==> src/rtl/sr_ff_monitor.sv <==
// sr_ff_monitor
//   Response monitor for the sr_ff cell. Tracks the S/R commands driven to
//   the cell with a reference predictor, then checks the cell's Q/Q_bar one
//   edge after each command that leaves the predictor in a KNOWN state.
//   Reports illegal S=R=1 commands, Q mismatches, Q/Q_bar complement
//   violations, saturating error/check counters and the check index of the
//   first failure.
// Ports
//   clk, rst            : clock, synchronous active-high reset
//   en, S, R            : command qualifier and the S/R command sent to the cell
//   Q, Q_bar            : cell outputs under observation
//   exp_q, known        : predicted Q and predictor validity
//   illegal             : 1-cycle pulse, S=R=1 sampled with en=1
//   mismatch, comp_err  : 1-cycle pulses from an armed check
//   fail                : sticky error flag
//   err_cnt, chk_cnt    : saturating error / check counters
//   first_err_idx       : chk_cnt value at the first erroneous check
module sr_ff_monitor #(
  parameter int unsigned CNT_W = 8
) (
  input  logic             clk,
  input  logic             rst,
  input  logic             en,
  input  logic             S,
  input  logic             R,
  input  logic             Q,
  input  logic             Q_bar,
  output logic             exp_q,
  output logic             known,
  output logic             illegal,
  output logic             mismatch,
  output logic             comp_err,
  output logic             fail,
  output logic [CNT_W-1:0] err_cnt,
  output logic [CNT_W-1:0] chk_cnt,
  output logic [CNT_W-1:0] first_err_idx
);

  localparam logic [0:0] ST_UNK   = 1'b0;
  localparam logic [0:0] ST_KNOWN = 1'b1;

  logic [0:0]       state_q, state_d;
  logic             exp_q_q, exp_q_d;
  logic             arm_q, arm_d;
  logic             illegal_q, illegal_d;
  logic             mismatch_q, mismatch_d;
  logic             comp_err_q, comp_err_d;
  logic             fail_q, fail_d;
  logic [CNT_W-1:0] err_cnt_q, err_cnt_d;
  logic [CNT_W-1:0] chk_cnt_q, chk_cnt_d;
  logic [CNT_W-1:0] first_err_idx_q, first_err_idx_d;
  logic             chk_bad;

  // Predictor: next state/expected Q from the command sampled this edge.
  always_comb begin
    state_d   = state_q;
    exp_q_d   = exp_q_q;
    illegal_d = 1'b0;
    if (en) begin
      case ({S, R})
        2'b10: begin
          exp_q_d = 1'b1;
          state_d = ST_KNOWN;
        end
        2'b01: begin
          exp_q_d = 1'b0;
          state_d = ST_KNOWN;
        end
        2'b11: begin
          state_d   = ST_UNK;
          illegal_d = 1'b1;
        end
        default: ;
      endcase
    end
    // The cell reacts to this command at the same edge, so its response is
    // checked one edge later against the exp_q registered now.
    arm_d = en & (state_d == ST_KNOWN);
  end

  // Checker: runs on the command armed at the previous edge, using the
  // pre-update exp_q_q, independent of en at this edge.
  always_comb begin
    mismatch_d      = 1'b0;
    comp_err_d      = 1'b0;
    chk_bad         = 1'b0;
    fail_d          = fail_q;
    err_cnt_d       = err_cnt_q;
    chk_cnt_d       = chk_cnt_q;
    first_err_idx_d = first_err_idx_q;
    if (arm_q) begin
      mismatch_d = (Q != exp_q_q);
      comp_err_d = (Q_bar == Q);
      chk_bad    = mismatch_d | comp_err_d;
      if (chk_cnt_q != '1) chk_cnt_d = chk_cnt_q + CNT_W'(1);
      if (chk_bad) begin
        if (err_cnt_q != '1) err_cnt_d = err_cnt_q + CNT_W'(1);
        fail_d = 1'b1;
        if (!fail_q) first_err_idx_d = chk_cnt_q;
      end
    end
  end

  always_ff @(posedge clk) begin
    if (rst) begin
      state_q         <= ST_UNK;
      exp_q_q         <= 1'b0;
      arm_q           <= 1'b0;
      illegal_q       <= 1'b0;
      mismatch_q      <= 1'b0;
      comp_err_q      <= 1'b0;
      fail_q          <= 1'b0;
      err_cnt_q       <= '0;
      chk_cnt_q       <= '0;
      first_err_idx_q <= '0;
    end else begin
      state_q         <= state_d;
      exp_q_q         <= exp_q_d;
      arm_q           <= arm_d;
      illegal_q       <= illegal_d;
      mismatch_q      <= mismatch_d;
      comp_err_q      <= comp_err_d;
      fail_q          <= fail_d;
      err_cnt_q       <= err_cnt_d;
      chk_cnt_q       <= chk_cnt_d;
      first_err_idx_q <= first_err_idx_d;
    end
  end

  assign exp_q         = exp_q_q;
  assign known         = (state_q == ST_KNOWN);
  assign illegal       = illegal_q;
  assign mismatch      = mismatch_q;
  assign comp_err      = comp_err_q;
  assign fail          = fail_q;
  assign err_cnt       = err_cnt_q;
  assign chk_cnt       = chk_cnt_q;
  assign first_err_idx = first_err_idx_q;

endmodule

==> config.mk <==
export PLATFORM = sky130hd
export DESIGN_NAME = sr_ff_monitor
export DESIGN_NICKNAME = d
export VERILOG_FILES = /design/src/rtl/sr_ff_monitor.sv
export SDC_FILE = /design/constraint.sdc
export NUM_CORES = 1
export LEC_CHECK = 0
export CELL_PAD_IN_SITES_DETAIL_PLACEMENT = 1
export CELL_PAD_IN_SITES_GLOBAL_PLACEMENT = 2
export CORE_MARGIN = 1
export CORE_UTILIZATION = 25
export DETAILED_ROUTE_END_ITERATION = 10
export PLACE_DENSITY_LB_ADDON = 0.1
export SYNTH_ARGS = -nofsm -noshare
export SYNTH_HDL_FRONTEND = slang
export SYNTH_SLANG_ARGS = --single-unit
==> constraint.sdc <==
create_clock -name clk -period 1.49 [get_ports clk]
set_clock_uncertainty 0.05 [all_clocks]
set_input_delay 0.2235 -clock clk [delete_from_list [all_inputs] [get_ports clk]]
set_output_delay 0.2235 -clock clk [all_outputs]
set_load 0.02 [all_outputs]
==> results by group <==
Worst hold path
  • Hold Path End: comp_err
  • Hold Startpoint: Q_bar
  • Hold Path Depth: 3
  • Hold crit path type: in -> reg

Cells and area
  • Final core utilization: slightly above 40%
  • Area delta synth->final: 57.3%
  • Fin nets: between 200 and 250
  • Ant. Diodes: 0
  • Fraction of layout cells with a size suffix above 1: 25.7%
  • Final Cell Area: between 2000 and 2500 um2

Logic synthesis
  • Synth Instances: approximately 150
  • Post-Syn Nets: roughly 160
  • Largest family of logic cells by synthesized area: compound AO/OA/AOI/OAI gates
  • Post-synth top area cell: dfxtp_1
  • Post-synthesis compound-gate area fraction: roughly a fifth
  • Xor/xnor cell area share of the yosys netlist: 3.20%
  • Synth Area in Adders: 4.57%
  • Simple-gate area share of the yosys netlist: between 20 and 25%
  • Synth warn: 0
  • Seq/Total Area, Yosys: between 40% and 50%
  • Synth area leaders: dfxtp_1 45%, a21oi_1 6.6%, o21ai_0 5.1%, ha_1 4.6%, nand2_1 3.0%
  • Area share of the largest cell type after synthesis: roughly 45%
  • Post-synthesis cell type count: 35
  • Synth Cell Area: around 1400 um2
  • Multiplexer area fraction after synthesis: roughly 2.2%
  • Yosys reg bits: 31
  • Mean Syn Cell Area: a little over 9 um2

Timing
  • Slew margin rel.: 79.1%
  • Worst hold margin: about 0.39 ns
  • Final hold viol count: 0
  • Worst-margin pin slew: between 0.3 and 0.4 ns
  • Slew Viols, Final: 0
  • Fin crit share: 96.5%
  • Minimum clock period: roughly 1.4 ns
  • Fmax: 695 MHz
  • Final setup violation count: 0
  • Worst setup margin: 0.0517 ns

Global route
  • Remaining global-route overflow: 0
  • Number of global-route vias before repair: between 1000 and 1500
  • Initial antenna violation count: 0
  • Global-route wire length before repair: around 7000 um
  • Largest net degree at the start of global routing: 26
  • Total GRT Usage: ~15%

Setup path
  • CP max-delay cell: or4_4
  • Worst path top cell family by delay: simple AND/OR/NAND/NOR gates
  • Max stage delay on crit path: 0.48 ns
  • Buffers and inverters on the worst path: 0
  • CP required: around 1.7 ns
  • FF-to-FF setup slack: ~0.052 ns
  • CP Max Fanout: 7
  • Crit Reg-Reg Endpoint: err_cnt[4]
  • Startpoint Class: flop
  • WS Path Type: reg -> reg
  • Crit. End Element: flop
  • Cell Chain, Critical Path: and4_4 > and4_4 > or4_4 > a21oi_2
  • Cell mode on critical path: and4_4
  • RR Startpoint: err_cnt[5]
  • Arr. time, crit path: roughly 1.6 ns
  • Reg2Reg Depth: 4

Placement
  • Placer congestion estimate: roughly 0.73
  • Port buffer count: 36
  • Detail Placement HPWL: 3070 um
  • DP Area: 2030 um2
  • Setup WS pre-CTS: -0.468 ns

Power and ir drop
  • Leak: 0.000996 uW
  • Peak supply drop: between 0.0003 and 0.0004 V
  • P per Cell Area: 758 nW/um2

Run
  • Max-Cap Viols: 0

Detailed routing
  • Post-DR vias/cell: ~4.8
  • Drt wl/cell: approximately 14 um
  • Total Wirelength: a little under 4000 um
  • Post-DRT Antenna Nets: 0
  • DRT Pass-1 Iters: 4
  • DRC errors left: 0
  • 1st-iter DRT viols: 30
  • Vias post-DR: 1372

Die
  • Die ar.: 5780 um2
  • Starting Density: about a quarter
  • # rows: 26
  • Io pins: 37
  • Core Region: 5200 um2
  • Die Ht: 76.0 um
  • DIE WIDTH: between 70 and 80 um

CTS
  • Hold_buf cts: 0
  • CTS root buffer: clkbuf_8
  • Clock transition at path regs: approximately 0.060 ns
  • # clock sinks: 31
  • CTS Buffer Depth: 2
  • Clock Latency Late Sink: 0.28 ns
  • Cts bufs inserted: 5
  • CTS tree: done
  • # H-tree levels: 2

Run status
  • Status: finished, final reports clean
## worst max-delay path by stage
stage / startpoint / to / slack (ns) / depth (start not counted)
CTS: comp_err / comp_err / 0.002 / 1
finish: err_cnt[5] / err_cnt[4] / 0.05 / 4
floorplan: err_cnt[1] / err_cnt[4] / -0.07 / 5
global placement: Q_bar / err_cnt[3] / -0.40 / 5
detailed placement: Q_bar / err_cnt[5] / -0.47 / 5
global route: err_cnt[5] / err_cnt[3] / -0.003 / 4
## synth_stat cells, drive strengths merged
master / number
dfxtp: 31
a21oi: 18
o21ai: 14
nand2: 11
nor2: 10
and4: 5
ha: 5
nand3: 5
clkbuf: 4
inv: 4
or4: 4
xor2: 4
a311oi: 3
and2: 3
mux2i: 3
nand2b: 3
o211ai: 3
o31ai: 3
buf: 2
nand3b: 2
nand4: 2
nor2b: 2
a211oi: 1
a31oi: 1
and3b: 1
nor3: 1
o2111a: 1
o2111ai: 1
o211a: 1
o41ai: 1
or3: 1
xnor2: 1
## per-layer routing
| metal | GRT usage [%] | wire length, um | up-vias |
|---|---|---|---|
| met1 | 17.5 | 1740 | 657 |
| met5 | 0 | 0 | - |
| met4 | 5.19 | 53 | 0 |
| met3 | 4.67 | 150 | 6 |
| met2 | 27.2 | 2030 | 20 |
| li1 | - | - | 689 |
## cell type report
type / count / area (um2)
Clock buffer: 7 / 76.3
Clock inverter: 1 / 5.00
Fill cell: 634 / 3050
Inverter: 4 / 15.0
Multi-Input combinational cell: 110 / 769
Sequential cell: 31 / 639
Tap cell: 70 / 87.6
Timing Repair Buffer: 65 / 562
## per-stage QoR
stage | power [uW] | instances | setup TNS, ns
global placement | 1020 | 278 | -5.10
global route | 1730 | 288 | -0.00352
detailed placement | 1020 | 278 | -5.89
floorplan | 934 | 151 | -0.0747
CTS | 1680 | 287 | 0
finish | 1630 | 288 | 0
## cells by family (layout without fill, tap and decap cells)
group           count (synthesis)  after routing
simple gates                   50             50
compound gates                 47             47
flops                          31             31
buf+inv                        10             77
fa+ha+maj                       5              5
xor+xnor                        5              5
mux                             3              3
## where the power goes
part / switching (uW) / leakage, uW / total (uW) / internal (uW)
sequential: 9.62 / 0.000255 / 846 / 836
combinational: 81.8 / 0.000699 / 156 / 74.0
clock: 305 / 0.0000422 / 633 / 327
## layout by cell type, fill, tap and decap left out, types with 2 or more instances in the layout
cell,count
nor2_1,10
a311oi_1,3
mux2i_1,3
inv_1,4
dfxtp_4,4
nand3b_1,2
and2_1,3
o21ai_0,13
or4_4,3
dlygate4sd2_1,29
dfxtp_2,3
nand2b_1,2
o211ai_1,2
buf_4,28
and4_1,2
a21oi_1,15
dfxtp_1,24
xor2_1,4
clkbuf_1,2
nor2b_1,2
and4_4,2
dlymetal6s2s_1,3
clkdlybuf4s50_1,4
o31ai_1,3
nand3_1,5
nand2_1,11
ha_1,4
a21oi_2,3
nand4_1,2
clkbuf_8,5
## what timing repair did
action                     CTS  global route
gates resized for setup     36             9
setup endpoints to repair   38             9
pin swaps                    1             2
buffers inserted             1             1
## worst min-delay path: stages
cell           delay [ns]
dlygate4sd2_1        0.29
xor2_1               0.09
nor2_1               0.08
Power figures use the tool's default switching activity.
